`src/rtl/scu_bus_arbiter.sv`:
```
// scu_bus_arbiter: shares the SCU-internal memory port between DSP DMA (0), SCU DMA L0 (1), SCU DMA L1 (2).
// Latency: grant and S_REQ are registered one CE_R cycle after a request is seen in IDLE; M_ACK one CE_R cycle after S_ACK.
// Backpressure: requesters hold M_REQ until M_ACK; the slave stalls by withholding S_ACK, bounded by the TIMEOUT watchdog.
// Ports: CLK/RST_N/CE_R clocking; M_REQ/M_WR/M_A/M_DO requester side in, M_DI/M_ACK back to the owner;
//        S_A/S_DO/S_WR/S_REQ to the slave, S_DI/S_ACK from it; GNT owner index, BUSY transfer flag, ERR timeout pulse.
module scu_bus_arbiter #(
   parameter int PRIO_MODE = 1,
   parameter int TIMEOUT   = 255
) (
   input  logic        CLK,
   input  logic        RST_N,
   input  logic        CE_R,
   input  logic [2:0]  M_REQ,
   input  logic [2:0]  M_WR,
   input  logic [74:0] M_A,
   input  logic [95:0] M_DO,
   output logic [31:0] M_DI,
   output logic [2:0]  M_ACK,
   output logic [24:0] S_A,
   output logic [31:0] S_DO,
   input  logic [31:0] S_DI,
   output logic        S_WR,
   output logic        S_REQ,
   input  logic        S_ACK,
   output logic [1:0]  GNT,
   output logic        BUSY,
   output logic        ERR
);
   typedef enum logic [1:0] {ST_IDLE, ST_BUSY, ST_RELEASE} state_t;

   // tmo_cnt holds the number of BUSY cycles already spent without S_ACK, so the
   // abort fires on the cycle where it would reach TIMEOUT.
   localparam logic [7:0] TMO_LAST = 8'(TIMEOUT - 1);

   state_t      state;
   logic [1:0]  rr_ptr;
   logic [7:0]  tmo_cnt;
   logic [1:0]  win;
   logic        win_vld;
   logic [1:0]  cand;
   logic [24:0] win_a;
   logic [31:0] win_do;
   logic        win_wr;
   logic [1:0]  rr_next;

   // Candidates are scanned from lowest to highest priority so the last hit is
   // the winner. Round-robin priority starts at rr_ptr and wraps 2->0.
   always_comb begin
      win     = 2'd0;
      win_vld = 1'b0;
      cand    = 2'd0;
      for (int j = 2; j >= 0; j--) begin
         if (PRIO_MODE == 0)
            cand = 2'(j);
         else
            cand = 2'((int'(rr_ptr) + j) % 3);
         if (M_REQ[cand]) begin
            win     = cand;
            win_vld = 1'b1;
         end
      end
   end

   always_comb begin
      case (win)
         2'd1:    begin win_a = M_A[49:25]; win_do = M_DO[63:32]; win_wr = M_WR[1]; end
         2'd2:    begin win_a = M_A[74:50]; win_do = M_DO[95:64]; win_wr = M_WR[2]; end
         default: begin win_a = M_A[24:0];  win_do = M_DO[31:0];  win_wr = M_WR[0]; end
      endcase
   end

   assign rr_next = (win == 2'd2) ? 2'd0 : win + 2'd1;

   always_ff @(posedge CLK or negedge RST_N) begin
      if (!RST_N) begin
         state   <= ST_IDLE;
         rr_ptr  <= 2'd0;
         tmo_cnt <= 8'd0;
         M_DI    <= 32'd0;
         M_ACK   <= 3'd0;
         S_A     <= 25'd0;
         S_DO    <= 32'd0;
         S_WR    <= 1'b0;
         S_REQ   <= 1'b0;
         GNT     <= 2'd0;
         BUSY    <= 1'b0;
         ERR     <= 1'b0;
      end else if (CE_R) begin
         case (state)
            ST_IDLE: begin
               if (win_vld) begin
                  GNT     <= win;
                  S_A     <= win_a;
                  S_DO    <= win_do;
                  S_WR    <= win_wr;
                  S_REQ   <= 1'b1;
                  BUSY    <= 1'b1;
                  tmo_cnt <= 8'd0;
                  if (PRIO_MODE != 0)
                     rr_ptr <= rr_next;
                  state   <= ST_BUSY;
               end
            end
            ST_BUSY: begin
               // A slave ACK on the final watchdog cycle takes precedence over the abort.
               if (S_ACK) begin
                  M_ACK <= 3'b001 << GNT;
                  S_REQ <= 1'b0;
                  BUSY  <= 1'b0;
                  if (!S_WR)
                     M_DI <= S_DI;
                  state <= ST_RELEASE;
               end else if (tmo_cnt == TMO_LAST) begin
                  M_ACK <= 3'b001 << GNT;
                  ERR   <= 1'b1;
                  M_DI  <= 32'hFFFF_FFFF;
                  S_REQ <= 1'b0;
                  BUSY  <= 1'b0;
                  state <= ST_RELEASE;
               end else begin
                  tmo_cnt <= tmo_cnt + 8'd1;
               end
            end
            ST_RELEASE: begin
               // One quiet cycle lets the owner drop M_REQ before the next arbitration.
               M_ACK <= 3'd0;
               ERR   <= 1'b0;
               state <= ST_IDLE;
            end
            default: state <= ST_IDLE;
         endcase
      end
   end
endmodule

```
`config.mk`:
```
export PLATFORM = sky130hd
export DESIGN_NAME = scu_bus_arbiter
export DESIGN_NICKNAME = d
export VERILOG_FILES = /design/src/rtl/scu_bus_arbiter.sv
export SDC_FILE = /design/constraint.sdc
export NUM_CORES = 1
export LEC_CHECK = 0
export BUFFER_PORTS_ARGS = -buffer_cell sky130_fd_sc_hd__buf_4
export CAP_MARGIN = 0
export CORE_AREA = 2 2 122 124
export DETAILED_ROUTE_END_ITERATION = 8
export DIE_AREA = 0 0 124 126
export GPL_TIMING_DRIVEN = 0
export PLACE_DENSITY = 0.75
export SYNTH_ARGS = -nofsm -noshare
export SYNTH_HDL_FRONTEND = slang
export SYNTH_SLANG_ARGS = --single-unit
```
`constraint.sdc`:
```
create_clock -name CLK -period 7.7 [get_ports CLK]
set_input_delay 1.54 -clock CLK [delete_from_list [all_inputs] [get_ports CLK]]
set_output_delay 1.54 -clock CLK [all_outputs]
set_load 0.005 [all_outputs]
```
==> out/results.tsv, run 1 <==
stage	metric	value	unit
global_routing	number of global-route vias before repair	5866	
global_routing	GRT Total Usage	25.2	%
synth	mux cell area share after synthesis	2.40	%
power_and_ir_drop	Max VDD drop	0.000170	V
final_layout	leading cell type in the layout, fill and taps excluded	buf_4	
clock_tree	Sink Count	109	
floorplan	Die X	124	um
hold_path	HP Class	flip-flop to flip-flop	
sta	final hold violation count	0	
route	total routed wirelength	19800	um
critical_path	CP startpoint kind	input pin	
sta	Worst-Margin Slew	621	ps
clock_tree	TritonCTS Buffers	9	
route	wire length per cell	16.9	um
status	run status	finished clean	
critical_path	worst r2r src	rr_ptr[0]$_DFFE_PN0P_	
critical_path	Worst Path Max Fanout	10	
floorplan	Core ar.	0.0143	mm2
sta	Setup TNS	0	ps
critical_path	critical path launch point	M_REQ[1]	
sta	FMAX	246	MHz
sta	RSZ-0062 raised after global routing	no	
route	DR vias	6087	
floorplan	Initial Util	40.1	%
synth	synthesized cell area	0.00575	mm2
placement	DP Cell Count	1155	
clock_tree	Reg clk slew, reported paths	70	ps
synth	post-synth top area share	47.5	%
synth	XOR/XNOR share of the synthesized area	0	%
final_layout	commonest non-fill, non-tap cells in the layout	buf_4, nand2_1, o21ai_0	
critical_path	Setup CP Type	input pin to flip-flop	
route	vias per cell	5.19	
clock_tree	CTS Buffer Depth	2	
hold_path	Hold Path Depth	2	
final_layout	nets	1208	
sta	Slew HR	58.6	%
clock_tree	postcts setup bufs	0	
synth	Ys Warns	0	
clock_tree	# hold bufs at CTS	0	
synth	syn_nets	887	
final_layout	fin cells	1172	
hold_path	Worst Hold Launch	S_A[22]$_DFFE_PN0P_	
synth	complex-gate fraction of the synthesized area	25.0	%
synth	Async SR Flop Fraction	100	%
synth	largest area contributor in the netlist	dfrtp_1	
clock_tree	H-tree depth	3	
global_routing	grt ovf	0	
clock_tree	worst skew pair latency	360	ps
global_routing	met1 global-route usage	31.3	%
placement	worst slack at placement	3280	ps
global_routing	GR peak layer	met2	
synth	post-synthesis instance total	662	
synth	Synth Area in Adders	2.61	%
power_and_ir_drop	PwrDens	380	mW/mm2
critical_path	WP data arrival	4300	ps
placement	dpl cell area	0.00830	mm2
clock_tree	clk root buf	clkbuf_16	
sta	Fin Clk Skew	10.9	ps
placement	hpwl dp	15200	um
floorplan	Std-Cell Rows	44	
global_routing	first-pass GRT wire length	30400	um
flow_run	max-cap violations	0	
synth	sequential element share of the synthesized area	47.5	%
hold_path	Min-Delay Endpoint	S_A[22]$_DFFE_PN0P_	
final_layout	layout cells sized above 1	35.7	%
global_routing	largest net degree at the start of global routing	110	
synth	Synth Flop Type	dfrtp_1	
critical_path	Crit Reg-Reg Endpoint	S_A[3]$_DFFE_PN0P_	
route	DRT antenna net count	0	
synth	Syn Area/Cell	8.68	um2
sta	final cycle utilization of the critical path	52.9	%
clock_tree	post_cts resized	0	
final_layout	final instance area	0.00861	mm2
synth	Synth Area in Simple Gates	17.9	%
synth	ranking of synthesized cells by area	dfrtp_1, o21ai_0, nand2_1	
synth	number of synthesized flops with an enable pin	0	
placement	port bufs	309	
sta	worst setup margin	3630	ps
critical_path	worst reg2reg setup slack	4030	ps
synth	Synth Register Bits	109	
floorplan	die height	126	um
critical_path	Reg2Reg Depth	14	
critical_path	CP required	7930	ps
sta	Final Max Tran Viols	0	
global_routing	GRT met2 Usage	42.7	%
synth	main combinational cell family by area after synthesis	compound AO/OA/AOI/OAI gates	
synth	Synth cell types	45	
clock_tree	TritonCTS clock tree	done	
route	drt pass-1 iters	5	
global_routing	met3 Use GR	4.76	%
route	Initial DRC Count	326	
sta	crit path time final	4070	ps
final_layout	Layout area overhead	49.9	%
final_layout	Ant. Diodes	0	
placement	Final GP Congestion	0.976	
floorplan	IO Pins	311	
global_routing	initial antenna violation count	0	
floorplan	Total Die Area	0.0156	mm2
power_and_ir_drop	Pleak	0.00424	uW
route	drt drc	0	
final_layout	final core occ	60.2	%
critical_path	CP endpoint kind	flip-flop	
sta	final setup fails	0	
==> Yosys cell counts (all sizes together), types with 4 or more instances <==
cell	count
nand2	159
o21ai	153
dfrtp	109
a22oi	59
clkbuf	39
nor2b	35
buf	15
ha	12
inv	10
mux2	8
a211o	5
a21oi	4
mux2i	4
nand3	4
nand3b	4
nor2	4
==> routing by layer <==
| metal | vias up | wire, um |
|---|---|---|
| li1 | 2960 | - |
| met3 | 45 | 1430 |
| met2 | 246 | 9670 |
| met1 | 2836 | 7990 |
| met5 | - | 0 |
| met4 | 0 | 697 |
==> worst max-delay path, cell delays in order <==
cell,delay [ps]
buf_4,130
nor2b_1,100
o211ai_1,100
a2bb2oi_1,140
o22ai_1,300
inv_1,140
ha_1,290
clkbuf_1,340
clkbuf_1,450
clkbuf_1,400
nand2_1,100
o21ai_0,140
o21ai_0,110
==> registers in the layout, indices dropped and copies added (netlist names) <==
name and flops:
S_DO 32, tmo_cnt 8, rr_ptr 2, M_DI 32, ERR 1, S_WR 1
BUSY 1, M_ACK 3, S_A 25, GNT 2, state 2
==> report_power, final <==
part | switching, uW | internal [uW] | leakage, uW
logic | 1030 | 802 | 0.00273
clock network | 225 | 231 | 0.000139
registers | 157 | 834 | 0.00137
total | 1410 | 1870 | 0.00424
==> through the flow <==
stage / total power, uW / hold slack (ps)
3_3_place_gp: 2790 / 464
4_1_cts: 3280 / 487
2_1_floorplan: 1970 / 473
6_report: 3270 / 479
5_1_grt: 3570 / 502
3_5_place_dp: 2830 / 471
==> kinds of logic after synthesis <==
family | Yosys count
DFF | 109
adders and majority gates | 12
AOI/OAI and AO/OA | 239
buffers and inverters | 64
and+or+nand+nor | 226
muxes | 12
==> area by class of cell <==
cell class	instances	area, um2
Fill cell	1350	5700
Sequential cell	109	2730
Buffer	54	225
Clock inverter	6	47.5
Clock buffer	10	239
Tap cell	184	230
Multi-Input combinational cell	489	2760
Inverter	10	37.5
Timing Repair Buffer	310	2350
==> how the worst max path moves through the flow <==
stage | to | cells after the start
after floorplan | S_A[14]$_DFFE_PN0P_ | 12
after global placement | S_DO[17]$_DFFE_PN0P_ | 13
after detailed placement | S_DO[17]$_DFFE_PN0P_ | 13
after CTS | S_DO[17]$_DFFE_PN0P_ | 13
after global routing | S_A[3]$_DFFE_PN0P_ | 13
final | S_A[3]$_DFFE_PN0P_ | 13
No activity file was read; power rests on OpenSTA's default activity.
==> inputs of run 2 (changes only) <==
Settings changed: CORE_AREA 2 2 122 124 to 2 2 120 122, DIE_AREA 0 0 124 126 to 0 0 122 124, PLACE_DENSITY 0.75 to 0.77.
Clock period 7.7 ns to 4.1 ns, I/O delays scaled along.
==> out/results.tsv, run 2 (same netlist as run 1, synthesis figures left out) <==
stage	metric	value	unit	change
status	run status	finished clean		
power_and_ir_drop	PwrDens	720	mW/mm2	+89%
power_and_ir_drop	Pleak	0.00425	uW	+0.28%
clock_tree	post_cts resized	0		unchanged
route	vias per cell	5.17		-0.48%
route	drt drc	0		unchanged
floorplan	Initial Util	41.9	%	+1.7 points
flow_run	max-cap violations	0		unchanged
sta	FMAX	275	MHz	
final_layout	commonest non-fill, non-tap cells in the layout	buf_4, nand2_1, o21ai_0		
final_layout	layout cells sized above 1	35.7	%	unchanged
floorplan	Total Die Area	0.0151	mm2	-3.2%
placement	Final GP Congestion	0.946		-3.1%
clock_tree	H-tree depth	3		unchanged
floorplan	Die X	122	um	-1.6%
sta	Fin Clk Skew	8.68	ps	-2.22 ps
critical_path	Worst Path Max Fanout	10		unchanged
final_layout	Layout area overhead	50.4	%	
floorplan	Core ar.	0.0137	mm2	-4.2%
clock_tree	TritonCTS Buffers	9		unchanged
global_routing	GRT Total Usage	25.9	%	+0.68 points
clock_tree	# hold bufs at CTS	0		unchanged
hold_path	HP Class	flip-flop to flip-flop		
critical_path	Setup crit end	S_DO[28]$_DFFE_PN0P_		
sta	RSZ-0062 raised after global routing	no		
clock_tree	Reg clk slew, reported paths	70	ps	about the same
final_layout	nets	1208		unchanged
route	total routed wirelength	19700	um	-0.52%
global_routing	number of global-route vias before repair	5927		+1.0%
power_and_ir_drop	Max VDD drop	0.000361	V	+110%
clock_tree	Sink Count	109		unchanged
clock_tree	CTS Buffer Depth	2		unchanged
clock_tree	worst skew pair latency	360	ps	about the same
route	Initial DRC Count	318		-2.5%
placement	hpwl dp	15500	um	+2.0%
final_layout	Top Registers	M_DI: 32 flops, S_DO: 32 flops, S_A: 25 flops		
floorplan	Std-Cell Rows	43		-2.3%
clock_tree	TritonCTS clock tree	done		
global_routing	initial antenna violation count	0		unchanged
critical_path	critical path launch point	rr_ptr[0]$_DFFE_PN0P_		
critical_path	WP data arrival	3860	ps	-440 ps
sta	Slew HR	54.2	%	-4.4 points
route	DR vias	6037		-0.82%
sta	Final Max Tran Viols	0		unchanged
sta	final setup fails	0		unchanged
power_and_ir_drop	Sw Share	42.0	%	-1.0 points
power_and_ir_drop	P_sw	2610	uW	+86%
sta	Worst-Margin Slew	687	ps	+65.9 ps
critical_path	Setup CP Type	flip-flop to flip-flop		
sta	final cycle utilization of the critical path	88.7	%	
critical_path	Reg2Reg Depth	14		unchanged
final_layout	Ant. Diodes	0		unchanged
final_layout	leading cell type in the layout, fill and taps excluded	buf_4		
clock_tree	postcts setup bufs	0		unchanged
sta	Setup TNS	0	ps	unchanged
global_routing	grt ovf	0		unchanged
critical_path	CP required	4320	ps	-3610 ps
final_layout	final instance area	0.00864	mm2	+0.32%
critical_path	CP startpoint kind	flip-flop		
floorplan	IO Pins	311		unchanged
critical_path	CP endpoint kind	flip-flop		
power_and_ir_drop	Clk network pwr share	15.3	%	+1.4 points
critical_path	worst r2r src	rr_ptr[0]$_DFFE_PN0P_		
power_and_ir_drop	logic gate share of total power	54.8	%	-1.0 points
global_routing	first-pass GRT wire length	30200	um	-0.68%
power_and_ir_drop	part of the power in registers	29.9	%	-0.4 points
global_routing	largest net degree at the start of global routing	60		-45%
floorplan	die height	124	um	-1.6%
route	drt pass-1 iters	5		unchanged
sta	crit path time final	3640	ps	
critical_path	worst reg2reg setup slack	460	ps	-3570 ps
clock_tree	clk root buf	clkbuf_16		
placement	dpl cell area	0.00832	mm2	+0.27%
placement	port bufs	309		unchanged
route	wire length per cell	16.9	um	-0.17%
sta	final hold violation count	0		unchanged
power_and_ir_drop	Int Power	3610	uW	+93%
route	DRT antenna net count	0		unchanged
critical_path	Crit Reg-Reg Endpoint	S_DO[28]$_DFFE_PN0P_		
-- run 2: cell count changes in the layout (fill, tap and decap cells not counted) --
| cell | delta |
|---|---|
| clkbuf_8 | -1 |
| clkinv_4 | -2 |
| buf_6 | -1 |
| clkinvlp_4 | +1 |
| bufinv_16 | +2 |
| buf_4 | +1 |
-- run 2: how the worst min path moves through the flow --
stage | from | cells after the start | to | slack [ps]
2_1_floorplan | M_DI[0]$_DFFE_PN0P_ | 2 | M_DI[0]$_DFFE_PN0P_ | 470
3_3_place_gp | M_DI[13]$_DFFE_PN0P_ | 2 | M_DI[13]$_DFFE_PN0P_ | 460
3_5_place_dp | S_A[5]$_DFFE_PN0P_ | 2 | S_A[5]$_DFFE_PN0P_ | 470
4_1_cts | S_DO[6]$_DFFE_PN0P_ | 2 | S_DO[6]$_DFFE_PN0P_ | 490
5_1_grt | S_A[20]$_DFFE_PN0P_ | 2 | S_A[20]$_DFFE_PN0P_ | 500
6_report | M_DI[12]$_DFFE_PN0P_ | 2 | M_DI[12]$_DFFE_PN0P_ | 480
-- run 2: power by group through the flow --
stage / registers [uW] / logic, uW / clock network, uW
floorplan: 1870 / 1830 / 0
global placement: 1850 / 3360 / 0
detailed placement: 1870 / 3430 / 0
CTS: 1860 / 3430 / 965
global route: 1920 / 3840 / 1020
finish: 1860 / 3410 / 953
-- run 2: cell type report --
cell class / count / area [um2]
buffer: 54 / 225
clock buffer: 9 / 225
clock inverter: 7 / 97.6
fill: 1232 / 5080
inverter: 10 / 37.5
multi-input combinational: 489 / 2760
sequential: 109 / 2730
tap: 180 / 225
timing repair buffer: 310 / 2350
-- run 2: routing by layer --
metal / global-route usage (%) / vias to the layer above / share of wire, %
met2: 44.8 / 241 / 51
met5: 0 / - / 0
met1: 31.3 / 2805 / 39
met4: 10.9 / 0 / 2.8
met3: 5.54 / 36 / 7.3
li1: - / 2955 / -
-- run 2: stage by stage --
stage	total power [uW]	std cells	util (%)	hold slack [ps]	setup WS [ps]
6_report	6220	1168	63.0	480	462
5_1_grt	6780	1168	63.0	501	42.7
4_1_cts	6260	1168	63.0	487	434
3_5_place_dp	5310	1152	60.6	471	403
3_3_place_gp	5220	1151	60.4	462	481
2_1_floorplan	3700	662	-	473	1270
-- run 2: worst max-delay path: stages, from the launching register on --
cell and delay [ps]:
dfrtp_1 380, inv_1 70, ha_1 420, nor2b_1 160, o211ai_1 100, a2bb2oi_1 140, o22ai_1 290, inv_1 140
ha_1 290, clkbuf_1 330, clkbuf_1 460, clkbuf_1 420, nand2_1 80, o21ai_0 110, o21ai_0 100
==> inputs of run 3 (changes only) <==
Settings changed: REMOVE_ABC_BUFFERS from default to 1.
==> out/results.tsv, run 3 (same netlist as run 1, synthesis figures left out) <==
stage	metric	value	unit	change
status	run status	finished clean		
final_layout	area of the multi-input gates	0.00279	mm2	+1.2%
global_routing	first-pass GRT wire length	27000	um	-10%
clock_tree	TritonCTS Buffers	9		unchanged
floorplan	Std-Cell Rows	43		unchanged
placement	port bufs	310		+0.32%
sta	Worst-Margin Slew	742	ps	+54.7 ps
route	vias per cell	5.00		-3.2%
placement	hpwl dp	13300	um	-14%
critical_path	CP max stage delay	580	ps	+120 ps
route	DRT antenna net count	0		unchanged
floorplan	Core ar.	0.0137	mm2	unchanged
clock_tree	TritonCTS clock tree	done		
final_layout	Top Registers	M_DI: 32 flops, S_DO: 32 flops, S_A: 25 flops		
final_layout	Fillers	1233		+0.081%
power_and_ir_drop	Max VDD drop	0.000470	V	+30%
global_routing	number of global-route vias before repair	5276		-11%
floorplan	Die X	122	um	unchanged
final_layout	final instance area	0.00859	mm2	-0.54%
final_layout	commonest non-fill, non-tap cells in the layout	buf_4, nand2_1, o21ai_0		
route	total routed wirelength	17500	um	-11%
clock_tree	Sink Count	109		unchanged
global_routing	largest net degree at the start of global routing	110		+83%
critical_path	cell chain of the critical path	inv_1 -> ha_1 -> nand2b_1 -> o21a_1 -> o21ai_0 -> ha_2 -> buf_12 -> a22oi_1 -> nand2_1 -> o21ai_0 -> o21ai_0		
critical_path	Reg2Reg Depth	11		-3
clock_tree	clk root buf	clkbuf_16		
route	wire length per cell	15.6	um	-7.5%
flow_run	max-cap violations	0		unchanged
clock_tree	CTS Buffer Depth	2		unchanged
global_routing	initial antenna violation count	0		unchanged
placement	Final GP Congestion	0.777		-18%
final_layout	leading cell type in the layout, fill and taps excluded	buf_4		
route	DR vias	5619		-6.9%
sta	crit path time final	3110	ps	-523 ps
floorplan	Total Die Area	0.0151	mm2	unchanged
sta	FMAX	321	MHz	+17%
clock_tree	Reg clk slew, reported paths	70	ps	about the same
critical_path	worst reg2reg setup slack	990	ps	+520 ps
route	drt drc	0		unchanged
clock_tree	# hold bufs at CTS	0		unchanged
route	drt pass-1 iters	6		+1
critical_path	Worst Path Max Fanout	49		+39
critical_path	Critical Path Most Common Cell	o21ai_0		
final_layout	Ant. Diodes	0		unchanged
critical_path	worst r2r src	rr_ptr[1]$_DFFE_PN0P_		
floorplan	Initial Util	41.9	%	unchanged
global_routing	grt ovf	0		unchanged
critical_path	Setup CP Type	flip-flop to flip-flop		
critical_path	CP endpoint kind	flip-flop		
final_layout	layout cells sized above 1	37.4	%	+1.7 points
sta	final cycle utilization of the critical path	76.0	%	-13 points
clock_tree	postcts setup bufs	0		unchanged
critical_path	Crit Reg-Reg Endpoint	S_A[22]$_DFFE_PN0P_		
clock_tree	H-tree depth	3		unchanged
final_layout	Layout area overhead	49.6	%	
floorplan	die height	124	um	unchanged
critical_path	CP startpoint kind	flip-flop		
global_routing	GRT Total Usage	22.9	%	-2.9 points
critical_path	WP data arrival	3370	ps	-490 ps
sta	RSZ-0062 raised after global routing	no		
critical_path	Setup crit end	S_A[22]$_DFFE_PN0P_		
sta	final setup fails	0		unchanged
placement	dpl cell area	0.00828	mm2	-0.45%
critical_path	CP required	4350	ps	+30 ps
hold_path	HP Class	input pin to asynchronous set/reset pin		
final_layout	nets	1164		-3.6%
route	Initial DRC Count	275		-14%
critical_path	critical path launch point	rr_ptr[1]$_DFFE_PN0P_		
clock_tree	post_cts resized	0		unchanged
sta	Slew HR	50.0	%	-4.2 points
sta	Final Max Tran Viols	0		unchanged
sta	Fin Clk Skew	6.67	ps	-2.01 ps
sta	Setup TNS	0	ps	unchanged
floorplan	IO Pins	311		unchanged
critical_path	slowest CP cell	o21ai_0		
clock_tree	worst skew pair latency	340	ps	-20 ps
sta	final hold violation count	0		unchanged
power_and_ir_drop	PwrDens	704	mW/mm2	-2.2%
final_layout	Storage cell area	0.00273	mm2	unchanged
power_and_ir_drop	Pleak	0.00423	uW	-0.45%
-- run 3: area by class of cell --
class / instances / share of cell area [%]
timing repair buffer: 320 / 29.5
sequential: 109 / 31.7
clock buffer: 11 / 2.71
multi-input combinational: 489 / 32.4
tap: 180 / 2.62
inverter: 10 / 0.437
clock inverter: 4 / 0.582
-- run 3: report_power, final --
part	switching, uW	leakage (uW)	total (uW)	internal [uW]
sequential	263	0.00137	1830	1570
combinational	1790	0.00273	3370	1580
clock	382	0.000132	852	470
total	2430	0.00423	6050	3620
-- run 3: worst min-delay path by stage --
| stage | startpoint | endpoint | slack, ps | depth (start not counted) |
|---|---|---|---|---|
| final | RST_N | M_DI[25]$_DFFE_PN0P_ | 430 | 1 |
| after global routing | RST_N | M_DI[25]$_DFFE_PN0P_ | 460 | 1 |
| after CTS | S_A[18]$_DFFE_PN0P_ | S_A[18]$_DFFE_PN0P_ | 490 | 2 |
| after detailed placement | S_A[18]$_DFFE_PN0P_ | S_A[18]$_DFFE_PN0P_ | 470 | 2 |
| after global placement | M_DI[4]$_DFFE_PN0P_ | M_DI[4]$_DFFE_PN0P_ | 460 | 2 |
| after floorplan | M_DI[0]$_DFFE_PN0P_ | M_DI[0]$_DFFE_PN0P_ | 470 | 2 |
-- run 3: per-stage QoR --
| stage | hold WS, ps | worst slack [ps] | power (uW) | utilization [%] | instances |
|---|---|---|---|---|---|
| 2_1_floorplan | 473 | -1220 | 3650 | - | 608 |
| 3_3_place_gp | 463 | -3340 | 5050 | 58.8 | 1098 |
| 3_5_place_dp | 471 | 914 | 5270 | 60.4 | 1107 |
| 4_1_cts | 486 | 937 | 6130 | 62.4 | 1122 |
| 5_1_grt | 456 | 683 | 6650 | 62.6 | 1123 |
| 6_report | 428 | 985 | 6050 | 62.6 | 1123 |
-- run 3: layer usage --
metal	track usage [%]	vias to the layer above	part of all wire, %
met1	29.7	2514	42
met4	6.97	0	1.6
met3	4.58	21	7.2
met2	38.9	226	50
met5	0	-	0
li1	-	2858	-
-- run 3: critical path: cells and delay by family, from the launching register on --
kind	cells	cell delay [ps]
AND/OR/NAND/NOR	2	310
flip-flops	1	390
AO/OA/AOI/OAI	5	1140
adder cells (fa/ha/maj)	2	820
buffers and inverters	2	330
